File: config.mk
export PLATFORM = sky130hd
export DESIGN_NAME = instr_decode_stage
export DESIGN_NICKNAME = d
export VERILOG_FILES = /design/src/rtl/instr_decode_stage.sv
export SDC_FILE = /design/constraint.sdc
export NUM_CORES = 1
export LEC_CHECK = 0
export CAP_MARGIN = 0
export CORE_MARGIN = 2
export CORE_UTILIZATION = 47
export CTS_CLUSTER_SIZE = 40
export DETAILED_ROUTE_END_ITERATION = 8
export MAX_ROUTING_LAYER = met4
export PLACE_DENSITY_LB_ADDON = 0.3
export RECOVER_POWER = 100
export SYNTH_ARGS = -nofsm -noshare
export SYNTH_HDL_FRONTEND = slang
export SYNTH_SLANG_ARGS = --single-unit
File: constraint.sdc
create_clock -name clk -period 5.3 [get_ports clk]
set_input_delay 1.325 -clock clk [delete_from_list [all_inputs] [get_ports clk]]
set_output_delay 1.325 -clock clk [all_outputs]
set_load 0.03 [all_outputs]
File: src/rtl/instr_decode_stage.sv
// instr_decode_stage: registered RV32 decode stage. Classifies each fetched
// instruction by format, extracts register/funct fields and the sign-extended
// immediate, flags illegal encodings, and queues the decoded records in a
// DEPTH-entry FIFO ahead of execute.
module instr_decode_stage #(
  parameter int unsigned DEPTH    = 2,
  parameter bit          ENABLE_M = 1'b0
) (
  input  logic        clk,
  input  logic        rst,
  input  logic        flush,
  input  logic        in_valid,
  output logic        in_ready,
  input  logic [31:0] in_instr,
  input  logic [31:0] in_pc,
  output logic        out_valid,
  input  logic        out_ready,
  output logic [31:0] out_pc,
  output logic [6:0]  out_opcode,
  output logic [2:0]  out_type,
  output logic [4:0]  out_rd,
  output logic [4:0]  out_rs1,
  output logic [4:0]  out_rs2,
  output logic [2:0]  out_funct3,
  output logic [6:0]  out_funct7,
  output logic [31:0] out_imm,
  output logic        out_illegal
);

  localparam int unsigned AW = (DEPTH > 1) ? $clog2(DEPTH) : 1;
  localparam int unsigned CW = $clog2(DEPTH + 1);
  localparam logic [CW-1:0] DEPTH_C = CW'(DEPTH);

  typedef enum logic [2:0] {
    FMT_R    = 3'd0,
    FMT_I    = 3'd1,
    FMT_S    = 3'd2,
    FMT_SB   = 3'd3,
    FMT_U    = 3'd4,
    FMT_UJ   = 3'd5,
    FMT_NONE = 3'd7
  } fmt_e;

  typedef struct packed {
    logic [31:0] pc;
    logic [6:0]  opcode;
    fmt_e        fmt;
    logic [4:0]  rd;
    logic [4:0]  rs1;
    logic [4:0]  rs2;
    logic [2:0]  funct3;
    logic [6:0]  funct7;
    logic [31:0] imm;
    logic        illegal;
  } rec_t;

  rec_t dec;
  rec_t head;

  rec_t            mem_q [DEPTH];
  rec_t            mem_d [DEPTH];
  logic [AW-1:0]   wr_ptr_q, wr_ptr_d;
  logic [AW-1:0]   rd_ptr_q, rd_ptr_d;
  logic [CW-1:0]   count_q, count_d;
  logic            in_ready_q, in_ready_d;
  logic            push, pop;

  // Combinational decode of the incoming word into a FIFO record
  always_comb begin
    logic [6:0] opc;
    logic [2:0] f3;
    logic [6:0] f7;
    fmt_e       fmt;
    logic       ill;

    opc = in_instr[6:0];
    f3  = in_instr[14:12];
    f7  = in_instr[31:25];

    case (opc)
      7'b0000011, 7'b0001111, 7'b0010011,
      7'b1100111, 7'b1110011:             fmt = FMT_I;
      7'b0010111, 7'b0110111:             fmt = FMT_U;
      7'b0100011:                         fmt = FMT_S;
      7'b0110011:                         fmt = FMT_R;
      7'b1100011:                         fmt = FMT_SB;
      7'b1101111:                         fmt = FMT_UJ;
      default:                            fmt = FMT_NONE;
    endcase

    ill = (in_instr[1:0] != 2'b11) || (fmt == FMT_NONE);
    if (fmt == FMT_R) begin
      if (f7 == 7'b0100000) begin
        if (f3 != 3'b000 && f3 != 3'b101) ill = 1'b1;
      end else if (f7 == 7'b0000001) begin
        if (!ENABLE_M) ill = 1'b1;
      end else if (f7 != 7'b0000000) begin
        ill = 1'b1;
      end
    end

    dec        = '0;
    dec.pc     = in_pc;
    dec.opcode = opc;
    dec.fmt    = fmt;

    case (fmt)
      FMT_R: begin
        dec.rd     = in_instr[11:7];
        dec.rs1    = in_instr[19:15];
        dec.rs2    = in_instr[24:20];
        dec.funct3 = f3;
        dec.funct7 = f7;
      end
      FMT_I: begin
        dec.rd     = in_instr[11:7];
        dec.rs1    = in_instr[19:15];
        dec.funct3 = f3;
        dec.imm    = {{20{in_instr[31]}}, in_instr[31:20]};
      end
      FMT_S: begin
        dec.rs1    = in_instr[19:15];
        dec.rs2    = in_instr[24:20];
        dec.funct3 = f3;
        dec.imm    = {{20{in_instr[31]}}, in_instr[31:25], in_instr[11:7]};
      end
      FMT_SB: begin
        dec.rs1    = in_instr[19:15];
        dec.rs2    = in_instr[24:20];
        dec.funct3 = f3;
        dec.imm    = {{19{in_instr[31]}}, in_instr[31], in_instr[7],
                      in_instr[30:25], in_instr[11:8], 1'b0};
      end
      FMT_U: begin
        dec.rd     = in_instr[11:7];
        dec.imm    = {in_instr[31:12], 12'b0};
      end
      FMT_UJ: begin
        dec.rd     = in_instr[11:7];
        dec.imm    = {{11{in_instr[31]}}, in_instr[31], in_instr[19:12],
                      in_instr[20], in_instr[30:21], 1'b0};
      end
      default: ;
    endcase

    // Illegal records keep only pc and opcode so execute sees a clean trap record
    if (ill) begin
      dec         = '0;
      dec.pc      = in_pc;
      dec.opcode  = opc;
      dec.fmt     = FMT_NONE;
      dec.illegal = 1'b1;
    end
  end

  // FIFO next-state: flush wins over push/pop; in_ready is precomputed from count_d
  always_comb begin
    push       = in_valid && in_ready_q && !flush;
    pop        = (count_q != '0) && out_ready && !flush;
    mem_d      = mem_q;
    wr_ptr_d   = wr_ptr_q;
    rd_ptr_d   = rd_ptr_q;
    count_d    = count_q;
    if (flush) begin
      wr_ptr_d = '0;
      rd_ptr_d = '0;
      count_d  = '0;
    end else begin
      if (push) begin
        mem_d[wr_ptr_q] = dec;
        wr_ptr_d        = wr_ptr_q + AW'(1);
      end
      if (pop) begin
        rd_ptr_d = rd_ptr_q + AW'(1);
      end
      count_d = count_q + CW'(push) - CW'(pop);
    end
    in_ready_d = (count_d < DEPTH_C);
  end

  // Control state with asynchronous reset
  always_ff @(posedge clk or posedge rst) begin
    if (rst) begin
      wr_ptr_q   <= '0;
      rd_ptr_q   <= '0;
      count_q    <= '0;
      in_ready_q <= 1'b1;
    end else begin
      wr_ptr_q   <= wr_ptr_d;
      rd_ptr_q   <= rd_ptr_d;
      count_q    <= count_d;
      in_ready_q <= in_ready_d;
    end
  end

  // Record storage; contents are don't-care while count is zero
  always_ff @(posedge clk) begin
    mem_q <= mem_d;
  end

  // Head record drives outputs; fields read as zero whenever the FIFO is empty
  always_comb begin
    head = (count_q != '0) ? mem_q[rd_ptr_q] : '0;
  end

  assign in_ready    = in_ready_q;
  assign out_valid   = (count_q != '0);
  assign out_pc      = head.pc;
  assign out_opcode  = head.opcode;
  assign out_type    = head.fmt;
  assign out_rd      = head.rd;
  assign out_rs1     = head.rs1;
  assign out_rs2     = head.rs2;
  assign out_funct3  = head.funct3;
  assign out_funct7  = head.funct7;
  assign out_imm     = head.imm;
  assign out_illegal = head.illegal;

endmodule

After elaboration in Yosys (flattened, before gate mapping)
Index checks and enable logic that the tools add are counted.
W data, S select, Z words.
{ "totals": {"register_bits": 205, "elab_cells": 101} }
{ "op_classes": {"addsub": 4, "magnitude_cmp": 4, "eq_ne": 21, "muxes": 25, "bitwise_logic": 3, "n_reduce_logical": 20} }
{ "ops": {"columns": ["operator", "count"], "rows": [
  ["$mux W100", 5],
  ["$bwmux W200", 1],
  ["$pmux W32 S5", 1],
  ["$demux W100 S1", 1],
  ["$mux W61", 1],
  ["$eq A7 B6 Y1 const B", 4],
  ["$eq A7 B7 Y1 const B", 4],
  ["$pmux W3 S6", 1],
  ["$mux W5", 3],
  ["$eq A7 B5 Y1 const B", 2],
  ["$eq A3 B3 Y1 const B", 3],
  ["$mux W1", 9],
  ["$reduce_or A4 Y1", 2],
  ["$eq A7 B1 Y1 const B", 1],
  ["$eq A7 B2 Y1 const B", 1],
  ["$eq A7 B4 Y1 const B", 1],
  ["$mux W7", 1],
  ["$reduce_bool A7 Y1", 1],
  ["$eq A3 B2 Y1 const B", 2],
  ["$logic_and A1 B1 Y1", 6],
  ["$reduce_bool A2 Y1", 3],
  ["$reduce_or A5 Y1", 1],
  ["$ge A2 B2 Y1 const B", 2],
  ["$not A1 Y2", 2],
  ["18 further kinds", 19]
]} }

Logic depth before layout (Yosys ltp)
Gate-level depths: netlist of run 1.
{ "depth": {"word_depth": 11, "mapped_depth": 10} }

Least setup slack after synthesis of run 1
Ideal clock, no wire load.
{ "synth_path": {"kind": "input port to flip-flop", "from": "in in_valid", "to": "reg mem_q[0] in the netlist's numbering (enable)", "setup_ns": 0.559, "arrival_time_ns": 5.863, "required_ns": 4.741, "slack_ns": -1.122, "cell_stages": 3, "path_buffers": 0, "cell_sequence": "nand2_1 -> or2_2 -> nor2_1"} }
{ "synth_via": {"elab_chain_cells": 3} }
{ "synth_lines": {"columns": ["item", "line_no", "text"], "rows": [
  ["start, declared", "12", "input logic in_valid,"],
  ["$logic_and A1 B1 Y1 (2 in a row)", "158", "push = in_valid && in_ready_q && !flush;"],
  ["$reduce_and A2 Y1 (no source line)", null, null],
  ["end signal, assigned", "198", "mem_q <= mem_d;"],
  ["end, declared", "60", "rec_t mem_q [DEPTH];"]
]} }
No other way between the ends.
A chain may end at the register's enable or synchronous reset.

Final worst setup path of run 1
{ "layout_path": {"from": "reg rd_ptr_q", "to": "out out_rd[3]"} }
{ "layout_via": {"elab_chain_cells": 5} }
{ "layout_lines": {"columns": ["item", "line_no", "text"], "rows": [
  ["start, declared", "63", "logic [AW-1:0] rd_ptr_q, rd_ptr_d;"],
  ["start signal, assigned", "190", "rd_ptr_q <= rd_ptr_d;"],
  ["$not A1 Y2 (implied by the code)", "203", "head = (count_q != '0) ? mem_q[rd_ptr_q] : '0;"],
  ["$mux W100 (implied by the code) (3 in a row)", "203", null],
  ["$mux W100", "203", null],
  ["end, declared", "21", "output logic [4:0] out_rd,"]
]} }
No other way between the ends. The select of a mux whose other input is x is not followed.

==> results of run 1 <==
## report_power, final
| group | switching, W | internal [W] | total [W] |
|---|---|---|---|
| clock network | 0.000573 | 0.000890 | 0.00146 |
| registers | 0.0000598 | 0.00190 | 0.00196 |
| logic | 0.000774 | 0.000454 | 0.00123 |
## logic make-up after synthesis
| group | Yosys count |
|---|---|
| flops | 205 |
| compound gates | 51 |
| fa+ha+maj | 2 |
| buf+inv | 43 |
| simple gates | 196 |
| xor+xnor | 5 |
| mux | 101 |
| other cells | 1 |
## how the worst min path moves through the flow
stage / cells past startpoint / start / endpoint
finish: 3 / in_ready / wr_ptr_q
global route: 3 / in_ready / wr_ptr_q
CTS: 3 / in_ready / wr_ptr_q
detailed placement: 3 / in_ready / wr_ptr_q
global placement: 3 / in_ready / wr_ptr_q
floorplan: 3 / wr_ptr_q / wr_ptr_q
## sequential cells by signal, summed over array words and instances (netlist names)
signal    flops
mem_q       200
in_ready      1
count_q       2
rd_ptr_q      1
wr_ptr_q      1
## Yosys cell counts (6+ instances only)
cell type,n
mux2i_1,101
nor3b_1,10
edfxtp_1,200
a21oi_1,7
buf_2,14
inv_1,8
nor2_1,107
a211oi_1,6
nand2_1,33
clkbuf_1,14
nand3_1,23
## cell type report
cell class / instances / area [um2] / share of cell area [%]
inverter: 8 / 30.0 / 0.266
tap: 229 / 287 / 2.54
clock inverter: 9 / 88.8 / 0.786
clock buffer: 31 / 606 / 5.36
sequential: 205 / 6130 / 54.3
multi-input combinational: 367 / 2390 / 21.2
timing repair buffer: 178 / 1770 / 15.6
## routing by layer
metal	part of all wire, %	routed length (um)	up-vias
met5	0	0	-
met4	2.6	497	0
met3	7.9	1510	37
met2	49	9360	218
met1	41	7830	2617
li1	-	-	2574
## worst min-delay path: stages (launching register included)
cell,delay [ns]
dfstp_2,0.37
nand2_1,0.11
xnor2_1,0.08
nor2_1,0.07
## metrics by stage
step           hold WS (ns)  setup slack (ns)
3_3_place_gp          0.628              1.44
2_1_floorplan         0.583             -1.12
6_report              0.674             0.702
4_1_cts               0.669             0.997
3_5_place_dp          0.655              1.44
5_1_grt               0.690             0.510
==> reports/results.ini, run 1 <==
[status]
run_status=finished, violations left
failed_checks=max-capacitance violations, max-slew violations

[global_routing]
use_met2_pct=33.0
global_route.usage.met3_pct=4.27
grt_start_max_net_pins=101
grt_pass1_vias=5611
antenna_violations_before_repair=0
grt.met1_usage_pct=25.8
grt_busiest_layer=met2
grt_pass1_wl_um=30100
grt-ovfl-total=0
track_usage_pct=20.1

[logic_synthesis]
synth_simple_gate_area_share_pct=10.5
yosys_most_used_dff=edfxtp_1
netlist_top_cells_area=edfxtp_1 (69%), mux2i_1 (12%), nor2_1 (4.6%)
yosys.area_share.adder_pct=0.287
syn-cell-area_um2=8730
synth_xor_xnor_area_share_pct=0.502
yosysWarningCount=0
synth_enable_flop_cells=200
netlist_instances=604
synthDistinctLibCells=54
post_synthesis_async_set_or_reset_flop_share_pct=2.44
synth.top_cell.area_share_pct=68.8
post_synthesis_mux_area_share_pct=11.6
post_synthesis_mean_instance_area_um2=14.5
synth_top_family_by_area=multiplexers
synth_compound_area_share_pct=4.44
synth.largest_area_cell=edfxtp_1
synth.yosys.seq_area_share_pct=70.2
synth.ff_latch_count=205

[clock_network]
cts_root_buffer=clkbuf_16
cts.hold.buffers_added=0
cts_tree=yes
ctsLongestPathBuffers=3
postCtsSetupBuffers=0
clk_pin_slew_worst_paths_ns=0.06
cts-resized-gates=0
htreeDepth=1
num_clock_sinks=205
worstSkewPairLatency_ns=0.50
cts_inserted_buffers=22

[sta]
timing.final.hold_violations=0
layout_min_cycle_time_ns=4.60
max_slew_margin_pct=-79.5
tightest_slew_ns=2.69
finClkSkew_ns=0.0109
setup_viol=0
setup_total_negative_slack_ns=0
fmax_mhz=217
unrepaired_setup_endpoints_after_global_routing=no
fin_crit_sh_pct=86.8
timing_max_transition_violations_final=213

[critical_path]
critical_path.cell_chain=buf_4, mux2i_1, nor2_1, dlygate4sd3_1
worst_setup_path_endpoint=out_rd[3]
critPathCaptureType=output pin
critical_path_required_ns=3.97
cp_max_fo=40
crit_start=rd_ptr_q
cp_num_buf_inv=2
crit_slowest_cell=dfrtp_2
worst_ep_arrival_time_ns=3.27
worst-r2r-setup-slack_ns=1.84
worstSetupPathDepth=4
timing.critical_path.from_type=flop
reg2regPathDepth=4
slowest_delay_ns=1.18
worst_r2r_endpoint=mem_q[146]
timing.setup.critical_path_class=flop to output pin
critical_path.reg2reg.startpoint=in_ready
cpLargestDelayFamily=buffers and inverters

[finish]
area_growth_syn_to_layout_pct=29.5
most-common-layout-cells=edfxtp_1 (200), dlygate4sd3_1 (139), nor2_1 (105)
final_net_count=853
fin_util_pct=62.5
post-route-cell-area_um2=11300
share_of_post_route_cells_with_drive_strength_above_1_pct=5.64
leading_cell_type_in_the_layout_fill_and_taps_excluded=edfxtp_1
finish.cell_count_without_fillers=1027
fill_cells=1377
num_antenna_cells=0

[power]
power.leakage_nw=4.06
ir_worst_vdd_mv=0.297
power_density_nw_per_um2=412
power.total_w=0.00465

[floorplan]
die_w_um=140
initial_utilization_pct=48.3
placement_rows=49
core_area_um2=18100
top_level_ports=171
die_y_um=140
dieArea_um2=19700

[route]
drt_drc_violations_left=0
drt-total-wl_um=19200
detailedRoute.firstPassIterationCount=5
post_drt_via_cell_ratio=5.30
post_route_antenna_net_violation_count=0
vias=5446
detail_route.iter0.violations=413
post_drt_wl_per_cell_um=18.7

[hold_path]
hold_class=flop to flop

[placed_design]
detailed_place_hpwl_um=12600
count_of_placed_standard_cells_including_taps=987
place_area_um2=10700
globalplace.congestion=0.824
port-buffer-count=170

[job]
max-cap-violations=4

Power figures use the tool's default switching activity.
==> run 2, diff against run 1 <==
Settings changed: CORE_UTILIZATION 47 to 30, GPL_TIMING_DRIVEN from default to 0.
==> reports/results.ini, run 2 (synthesized netlist as in run 1, its figures left out) <==
[route]
detail_route_met2_wl_um=10100
top_routing_layer_in_use=met4
post_route_antenna_net_violation_count=0
post_drt_via_cell_ratio=4.55
drt-total-wl_um=21500
vias=5563
m1WireLength_um=9510
met3_length_um=1380
drt_drc_violations_left=0
detail_route.iter0.violations=398
detailedRoute.firstPassIterationCount=5
post_drt_wl_per_cell_um=17.6

[global_routing]
grt_pass1_vias=5456
antenna_violations_before_repair=1
track_usage_pct=14.2
grt-ovfl-total=0
grt_pass1_wl_um=32000
grt_start_max_net_pins=27

[power]
power_density_nw_per_um2=414
power.leakage_nw=4.20
ir_worst_vdd_mv=0.251
power.total_w=0.00489

[sta]
fin_crit_sh_pct=86.9
timing_max_transition_violations_final=49
setup_viol=0
setup_total_negative_slack_ns=0
fmax_mhz=217
unrepaired_setup_endpoints_after_global_routing=no
max_slew_margin_pct=-43.1
hold_slack_ns=0.628
finClkSkew_ns=0.00645
tightest_slew_ns=2.14
timing.final.hold_violations=0
layout_min_cycle_time_ns=4.60

[finish]
area_growth_syn_to_layout_pct=35.5
top_register=mem_q
final-seq-area_um2=6130
final_net_count=890
leading_cell_type_in_the_layout_fill_and_taps_excluded=edfxtp_1
multi_input_comb_area_um2=2390
most-common-layout-cells=edfxtp_1 (200), dlygate4sd3_1 (138), nor2_1 (107)
top_regs=mem_q x200, count_q x2
fill_cells=2685
share_of_post_route_cells_with_drive_strength_above_1_pct=7.41
largest_register_ffs=200

[placed_design]
detailed_place_hpwl_um=15500
port-buffer-count=170
globalplace.congestion=0.839

[clock_network]
cts.hold.buffers_added=0
worstSkewPairLatency_ns=0.51
cts_tree=yes
htreeDepth=1
ctsLongestPathBuffers=3
cts-resized-gates=0
clk_pin_slew_worst_paths_ns=0.06
cts_inserted_buffers=24
num_clock_sinks=205
postCtsSetupBuffers=0
cts_root_buffer=clkbuf_16

[critical_path]
critPathCaptureType=output pin
cp_num_buf_inv=3
worst_ep_arrival_time_ns=3.28
critPathMostFrequentCell=clkbuf_1
cp_max_fo=10
cpLargestDelayFamily=buffers and inverters
timing.critical_path.from_type=flop
crit_slowest_cell=dlygate4sd3_1
slowest_delay_ns=0.77
timing.setup.critical_path_class=flop to output pin
critical_path_required_ns=3.97
critical_path.cell_chain=clkbuf_1, clkbuf_1, mux2i_1, nor2_1, dlygate4sd3_1

[floorplan]
initial_utilization_pct=30.4
top_level_ports=171
die_w_um=175
placement_rows=62
die_y_um=175
core_area_um2=28700
dieArea_um2=30500

[status]
failed_checks=max-capacitance violations, max-slew violations
run_status=finished, violations left

[job]
max-cap-violations=3

[hold_path]
hold_class=flop to flop

-- run 2: worst paths after layout --
| path | from | to | slack (ns) | cells after the start |
|---|---|---|---|---|
| worst max register to register | in_ready | mem_q[9] | 1.56 | 4 |
| worst min register to register | count_q[0] | count_q[0] | 0.63 | 2 |
| worst min-delay path | count_q[0] | count_q[0] | 0.63 | 2 |
| worst max-delay path | rd_ptr_q | out_type[0] | 0.70 | 5 |
| max in group asynchronous | rst | in_ready | 3.90 | 2 |
| min in group asynchronous | rst | wr_ptr_q | 1.16 | 2 |
-- run 2: worst min-delay path: cells and delay by family, from the launching register on --
kind | cells | cell delay [ns]
simple gates | 1 | 0.12
fa+ha+maj | 1 | 0.12
flops | 1 | 0.34
-- run 2: cell type report --
type / instances / share of cell area [%]
Clock inverter: 17 / 1.46
Inverter: 8 / 0.254
Antenna cell: 1 / 0.0212
Tap cell: 384 / 4.06
Multi-Input combinational cell: 367 / 20.2
Timing Repair Buffer: 178 / 15.6
Clock buffer: 27 / 5.35
Sequential cell: 205 / 51.9
Buffer: 35 / 1.21
-- run 2: through the flow --
| step | utilization [%] | std cells | worst slack [ns] | instance area, um2 |
|---|---|---|---|---|
| 3_3_place_gp | 38.2 | 1169 | -4.49 | 11000 |
| 4_1_cts | 41.7 | 1221 | 0.826 | 12000 |
| 3_5_place_dp | 38.9 | 1177 | 1.40 | 11200 |
| 2_1_floorplan | - | 615 | -1.12 | 8770 |
| 6_report | 41.2 | 1222 | 0.697 | 11800 |
| 5_1_grt | 41.2 | 1222 | 0.413 | 11800 |
-- run 2: metal layers --
layer  vias to the layer above  global-route usage (%)
met1                      2673                    18.5
met3                        32                    2.94
met2                       198                    22.8
met4                         0                    3.47
met5                         -                       -
li1                       2660                       -
-- run 2: power by group --
| group | leakage [nW] | total (W) | internal [W] | switching, W |
|---|---|---|---|---|
| Sequential | 1.89 | 0.00192 | 0.00189 | 0.0000226 |
| Clock | 0.393 | 0.00166 | 0.00101 | 0.000649 |
| Combinational | 1.92 | 0.00132 | 0.000471 | 0.000847 |
| Total | 4.20 | 0.00489 | 0.00337 | 0.00152 |
==> run 3, diff against run 2 <==
Settings changed: ABC_AREA from default to 1, CTS_CLUSTER_SIZE 40 to 12.
==> reports/results.ini, run 3 <==
[status]
run_status=completed

[finish]
largest_register_ffs=200
top_register=mem_q
area_growth_syn_to_layout_pct=35.1
share_of_post_route_cells_with_drive_strength_above_1_pct=5.06
num_antenna_cells=0
final_net_count=1080
finish.cell_count_without_fillers=1411
post-route-cell-area_um2=11700
most-common-layout-cells=nand2_1 (283), edfxtp_1 (200), dlygate4sd3_1 (143)
leading_cell_type_in_the_layout_fill_and_taps_excluded=nand2_1
top_regs=mem_q x200, count_q x2

[power]
power.combinational.fraction_pct=23.3
power.net_switching_w=0.00140
ir_worst_vdd_mv=0.188
relative_contribution_of_sequential_cells_to_total_power_pct=40.9
power_density_nw_per_um2=396
power.clock.fraction_pct=35.8
switching_share_pct=30.2
cellInternalPower_w=0.00323
power.leakage_nw=4.66

[sta]
layout_min_cycle_time_ns=4.57
max_slew_margin_pct=7.75
timing_max_transition_violations_final=0
unrepaired_setup_endpoints_after_global_routing=no
tightest_slew_ns=1.38
fmax_mhz=219
finClkSkew_ns=0.0148
timing.final.hold_violations=0
fin_crit_sh_pct=86.2
setup_viol=0
hold_slack_ns=0.527

[hold_path]
hold_class=flop to flop
min_delay_path_depth=1

[logic_synthesis]
yosys_most_used_dff=edfxtp_1
synthDistinctLibCells=27
synth.top_cells.by_count=nand2_1 (281), edfxtp_1 (200), a21oi_1 (108), nor2_1 (58), inv_1 (40)
yosysMostFrequentCell=nand2_1
synth_enable_flop_cells=200
synth.top_cell.area_share_pct=69.5
netlist_instances=794
netlist_top_cells_area=edfxtp_1 (69%), nand2_1 (12%), a21oi_1 (6.3%)
synth.yosys.seq_area_share_pct=70.9
synth.ff_latch_count=205
post_synthesis_mean_instance_area_um2=10.9
synth.largest_area_cell=edfxtp_1
syn-cell-area_um2=8650
yosysWarningCount=0
post_synthesis_async_set_or_reset_flop_share_pct=2.44

[clock_network]
cts-resized-gates=0
worstSkewPairLatency_ns=0.52
htreeDepth=1
cts_inserted_buffers=24
cts_tree=yes
clk_pin_slew_worst_paths_ns=0.06
cts.hold.buffers_added=0
postCtsSetupBuffers=0
cts_root_buffer=clkbuf_16
ctsLongestPathBuffers=3
num_clock_sinks=205

[global_routing]
track_usage_pct=15.5
use_met2_pct=25.0
grt_pass1_wl_um=35000
grt_busiest_layer=met2
global_route.usage.met3_pct=2.48
grt_start_max_net_pins=28
grt-ovfl-total=0
grt_pass1_vias=6100
grt.met1_usage_pct=20.9
antenna_violations_before_repair=0

[critical_path]
cp_max_fo=10
critical_path_required_ns=3.97
timing.setup.critical_path_class=flop to output pin
critPathMostFrequentCell=clkbuf_1
critical_path.cell_chain=inv_1, clkbuf_1, clkbuf_1, nand2_1, a21oi_1, dlygate4sd3_1
cp_num_buf_inv=4
worst_ep_arrival_time_ns=3.24
worstSetupPathDepth=6
crit_slowest_cell=dlygate4sd3_1
slowest_delay_ns=0.80
critPathCaptureType=output pin
reg2regPathDepth=4
cpLargestDelayFamily=buffers and inverters
timing.critical_path.from_type=flop

[route]
post_drt_wl_per_cell_um=16.4
post_drt_via_cell_ratio=4.47
drt_drc_violations_left=0
detailedRoute.firstPassIterationCount=5
vias=6302
post_route_antenna_net_violation_count=0
drt-total-wl_um=23200
detail_route.iter0.violations=425

[floorplan]
top_level_ports=171
die_w_um=174
core_area_um2=28500
initial_utilization_pct=30.3
placement_rows=62
dieArea_um2=30200
die_y_um=174

[placed_design]
globalplace.congestion=0.795
port-buffer-count=170
place_area_um2=11100
detailed_place_hpwl_um=16600
count_of_placed_standard_cells_including_taps=1367

[job]
max-cap-violations=0

-- run 3: logic make-up (layout without fill, tap and decap cells) --
family	after synthesis	count (layout)	share of synthesized area, %
and+or+nand+nor	379	379	17.7
other	1	12	0.0434
xor gates and xnor gates	1	1	0.101
adders and majority gates	2	2	0.289
DFF	205	205	70.9
buffers and inverters	84	306	3.82
AOI/OAI and AO/OA	122	122	7.10
-- run 3: per-layer routing --
layer | vias up | wire length [um]
li1 | 3112 | -
met1 | 2960 | 10400
met2 | 194 | 11000
met3 | 36 | 1380
met4 | 0 | 402
met5 | - | 0
-- run 3: final cells by class --
type / instances / area [um2]
tap: 384 / 480
inverter: 46 / 175
fill: 2806 / 16900
clock inverter: 14 / 179
buffer: 38 / 145
multi-input combinational: 516 / 2180
sequential: 205 / 6130
clock buffer: 30 / 623
timing repair buffer: 178 / 1770
-- run 3: worst paths after layout --
check	from	slack (ns)	to
max	rd_ptr_q	0.73	out_funct7[5]
min	wr_ptr_q	0.53	wr_ptr_q
max reg2reg	in_ready	1.81	mem_q[101]
min reg2reg	wr_ptr_q	0.53	wr_ptr_q
max in group asynchronous	rst	3.90	in_ready
min in group asynchronous	rst	1.16	wr_ptr_q
-- run 3: power by group through the flow --
stage	registers [W]	clock network (W)	logic, W
6_report	0.00189	0.00166	0.00108
5_1_grt	0.00190	0.00176	0.00117
4_1_cts	0.00189	0.00170	0.00119
3_5_place_dp	0.00192	0	0.00118
3_3_place_gp	0.00195	0	0.00116
2_1_floorplan	0.00194	0	0.000625
-- run 3: stage by stage --
stage          utilization [%]  TNS [ns]  setup slack, ns  power (W)
2_1_floorplan                -   -194.14           -0.971    0.00256
3_3_place_gp              38.1   -873.72            -4.39    0.00310
3_5_place_dp              38.8         0             1.29    0.00311
4_1_cts                   41.6         0            0.723    0.00478
5_1_grt                   40.9         0            0.489    0.00483
6_report                  40.9         0            0.733    0.00462
==> edit 1: new RTL, flow settings as in run 2 <==
Make the reset (`rst`) synchronous in one clocked block. Comments in the files are not updated.
--- a/src/rtl/instr_decode_stage.sv
+++ b/src/rtl/instr_decode_stage.sv
@@ -181,3 +181,3 @@
   // Control state with asynchronous reset
-  always_ff @(posedge clk or posedge rst) begin
+  always_ff @(posedge clk) begin
     if (rst) begin
Function: changed (a bounded check fails within 4 cycles, from zero or initial values and one cycle with rst high; the reset may be asserted at any time).
==> edit 1 against run 2 <==
The run still ends with capacitance limit, slew limit left; global-route usage down 0.11 points; critical endpoint is now mem_q[51]$_DFFE_PP_; critical path type is now in -> reg; wire length decreased by 0.98%; synthesized area is 0.29% lower; final area shrank 0.75%; worst setup slack better by 18 ps; register-to-register slack improved by 170 ps; non-clock buffer count did not move; die area down 0.28%; sequential cell count stayed put; largest cell class unchanged.
Power is not compared: it rests on default switching activity, and its combinational part moved more than twofold at a synthesized area within 25%.
==> edit 1: results (changes against run 2) <==
metric,value,unit,change
status,finished with violations,,
violated checks,"capacitance limit, slew limit",,
hold slack,580,ps,-47.8 ps
final WL,21200,microns,-0.98%
Cell variety after synth,53,,-1.9%
Synth Area in XOR/XNOR,0.503,%,+0.0014 points
asr flop ratio synth,0,%,-2.4 points
Vias/cell,4.54,,-0.22%
Mapped Avg Cell Area,14.1,sq um,-2.7%
R2R Path End,mem_q[51]$_DFFE_PP_,,
CP max stage delay,1550,ps,+780 ps
vias in the first global route,5558,,+1.9%
FF-to-FF path depth,5,,+1
Critical Path Start,in_valid,,
post-synthesis sequential area ratio,70.1,%,-0.10 points
dpl hpwl,15300,microns,-1.2%
layout cells sized above 1,7.07,%,-0.34 points
drt wl/cell,17.2,microns,-2.2%
Synth Area in Compound Gates,5.02,%,+0.57 points
dpl cells,1190,,+1.1%
Final Max Slew Viols,40,,-18%
max cap viols,2,,-1
Area contributors post-synth,"edfxtp_1 (69%), mux2i_1 (11%), nor2_1 (4.7%)",,
initial DRC count,262,,-34%
slowest cell on the critical path,nor2_1,,
Hold Path Depth,3,,+1
R2R Setup Slk,1730,ps,+170 ps
drt first pass iters,4,,-1
-- edit 1: cell types whose count changed in the layout (fill, tap and decap cells not counted), moves of 7 or more --
| cell | before | now |
|---|---|---|
| nor3_1 | 0 | 17 |
| buf_2 | 6 | 13 |
| nand3_1 | 25 | 14 |
| nor3b_1 | 10 | 3 |
| o21ai_0 | 6 | 16 |
| a21oi_1 | 7 | 22 |
| clkbuf_1 | 30 | 23 |
-- edit 1: cell type report --
cell class,instances,area [sq um],area share [%]
inverters,6,22.5,0.192
plain buffers,37,163,1.39
well taps,384,480,4.09
multi-input cells,382,2400,20.4
flip-flops and latches,205,6110,52.0
diodes,4,10.0,0.0853
clock buffers,27,633,5.39
repair buffers,176,1780,15.1
clock inverters,16,148,1.26
-- edit 1: per-layer routing --
layer,wire [microns],GRT usage (%)
met5,0,-
met4,552,4.10
met1,9430,17.9
met2,10000,22.6
met3,1250,3.06
==> edit 2: new RTL, config.mk and constraints of run 2 <==
Made on the original files. `DEPTH`: 2 -> 4.
--- a/src/rtl/instr_decode_stage.sv
+++ b/src/rtl/instr_decode_stage.sv
@@ -5,3 +5,3 @@
 module instr_decode_stage #(
-  parameter int unsigned DEPTH    = 2,
+  parameter int unsigned DEPTH    = 4,
   parameter bit          ENABLE_M = 1'b0
Behaviour: not the same (a bounded check fails within 4 cycles, from zero or initial values and one cycle with rst high).
==> edit 2 against run 2 <==
The run still ends with capacitance limit, slew limit left; worst setup slack got worse by 350 ps; sequential cell count rose by 203; final cell count grew 47%; synthesized area rose by 87%; total power rose by 100%; count of clock-buffer cells in the layout up 29; final area is 73% higher; wire length is 82% higher; largest power group unchanged; highest routed layer unchanged.
==> edit 2: results (changes against run 2) <==
metric,value,unit,change
GRT Util Overall,14.5,%,+0.28 points
Fillers,5011,,+87%
cells after synthesis,810,,+34%
vias in the first global route,8939,,+64%
Switch Pwr,3.12,mW,+110%
initial antenna violation count,4,,+3
nets@finish,1134,,+27%
worst rel slew slack,-55.8,%,-13 points
initial DRC count,474,,+19%
CP max stage delay,710,ps,-60 ps
largest net degree at the start of global routing,52,,+93%
root buffer cell,clkbuf_16,,
placed inst area,19100,sq um,+72%
maximum VDD drop,0.000237,V,-5.3%
dpl cells,1705,,+45%
post-synthesis sequential area ratio,74.9,%,+4.6 points
asr flop ratio synth,1.96,%,-0.48 points
Clock Latency Late Sink,570,ps,+60 ps
Cell variety after synth,50,,-7.4%
drt first pass iters,5,,unchanged
number of I/O port buffers,169,,-0.59%
synth cell count leaders,"edfxtp_1 (400), and2_1 (110), mux4_2 (100)",,
Area contributors post-synth,"edfxtp_1 (74%), mux4_2 (14%), and2_1 (4.2%)",,
number of CTS-inserted buffers,47,,+96%
biggest regs,"mem_q x400, count_q x3",,
layout cells sized above 1,17.6,%,+10 points
Final Max Slew Viols,251,,+410%
Vias/cell,4.71,,+3.5%
"EDFF count, synth",400,,+100%
"Top FF cell, synth",edfxtp_1,,
Final GP Congestion,0.767,,-8.5%
status,finished with violations,,
CP Data Arrival Time,3630,ps,+350 ps
CTS H-tree depth,2,,+1
violated checks,"capacitance limit, slew limit",,
Worst Clk Skew,15.4,ps,+8.91 ps
Leak,7.05,nW,+68%
slowest cell on the critical path,clkbuf_1,,
final WL,39100,microns,+82%
max cap viols,6,,+3
dpl hpwl,25000,microns,+61%
first-pass GRT wire length,57700,microns,+80%
-- edit 2: path summary, 6_finish.rpt --
check,from,cells past startpoint,endpoint,slack [ps]
max,rd_ptr_q[0]$_DFFE_PP0P_,5,out_imm[0],350
min,in_ready$_DFF_PP1_,2,wr_ptr_q[1]$_DFFE_PP0P_,520
max reg2reg,in_ready$_DFF_PP1_,5,mem_q[119]$_DFFE_PP_,1220
min reg2reg,in_ready$_DFF_PP1_,2,wr_ptr_q[1]$_DFFE_PP0P_,520
max in group asynchronous,rst,2,in_ready$_DFF_PP1_,3830
min in group asynchronous,rst,2,wr_ptr_q[1]$_DFFE_PP0P_,1170
-- edit 2: cell families (layout without fill, tap and decap cells) --
logic type | after synthesis | count (layout) | synth area share [%]
other cells | 1 | 25 | 0.0230
compound gates | 44 | 44 | 2.11
buf+inv | 52 | 314 | 1.39
fa+ha+maj | 7 | 7 | 0.583
mux | 100 | 100 | 13.8
xor+xnor | 6 | 6 | 0.322
simple gates | 192 | 192 | 6.90
flops | 408 | 408 | 74.9
-- edit 2: metal layers --
layer | part of all wire, % | vias up | global-route usage, % | routed length (microns)
met5 | 0 | - | - | 0
met4 | 2.3 | 0 | 4.33 | 909
met3 | 5.7 | 66 | 3.30 | 2230
met2 | 47 | 239 | 22.3 | 18500
met1 | 45 | 4394 | 19.2 | 17400
li1 | - | 3742 | - | -
-- edit 2: cell type report --
cell class                 instances  area, sq um  share of cell area, %
clock buffer                      56         1230                   6.01
buffer                            43          176                  0.860
timing repair buffer             176         1760                   8.59
inverter                           9         33.8                  0.165
clock inverter                    30          268                   1.31
antenna                            1         2.50                 0.0122
tap                              696          871                   4.25
multi-input combinational        373         3950                   19.2
sequential                       408        12200                   59.6
-- edit 2: power groups by stage --
| stage | Combinational (mW) | Clock [mW] | Sequential, mW |
|---|---|---|---|
| after floorplan | 1.91 | 0 | 3.83 |
| after global placement | 3.23 | 0 | 3.85 |
| after detailed placement | 3.26 | 0 | 3.82 |
| after CTS | 3.27 | 3.25 | 3.76 |
| after global routing | 3.23 | 3.36 | 3.78 |
| final | 3.00 | 3.14 | 3.76 |
-- edit 2: tightest hold or removal path, delay by kind of cell (launching register included) --
family          cells  cell delay (ps)
compound gates      1               50
flops               1              380
simple gates        1               60
-- edit 2: per-stage QoR --
stage	hold slack [ps]	util, %	worst slack, ps
finish	524	38.1	348
detailed placement	530	35.6	866
floorplan	543	-	790
global route	553	38.1	67.9
CTS	531	38.4	235
global placement	535	35.2	-1960
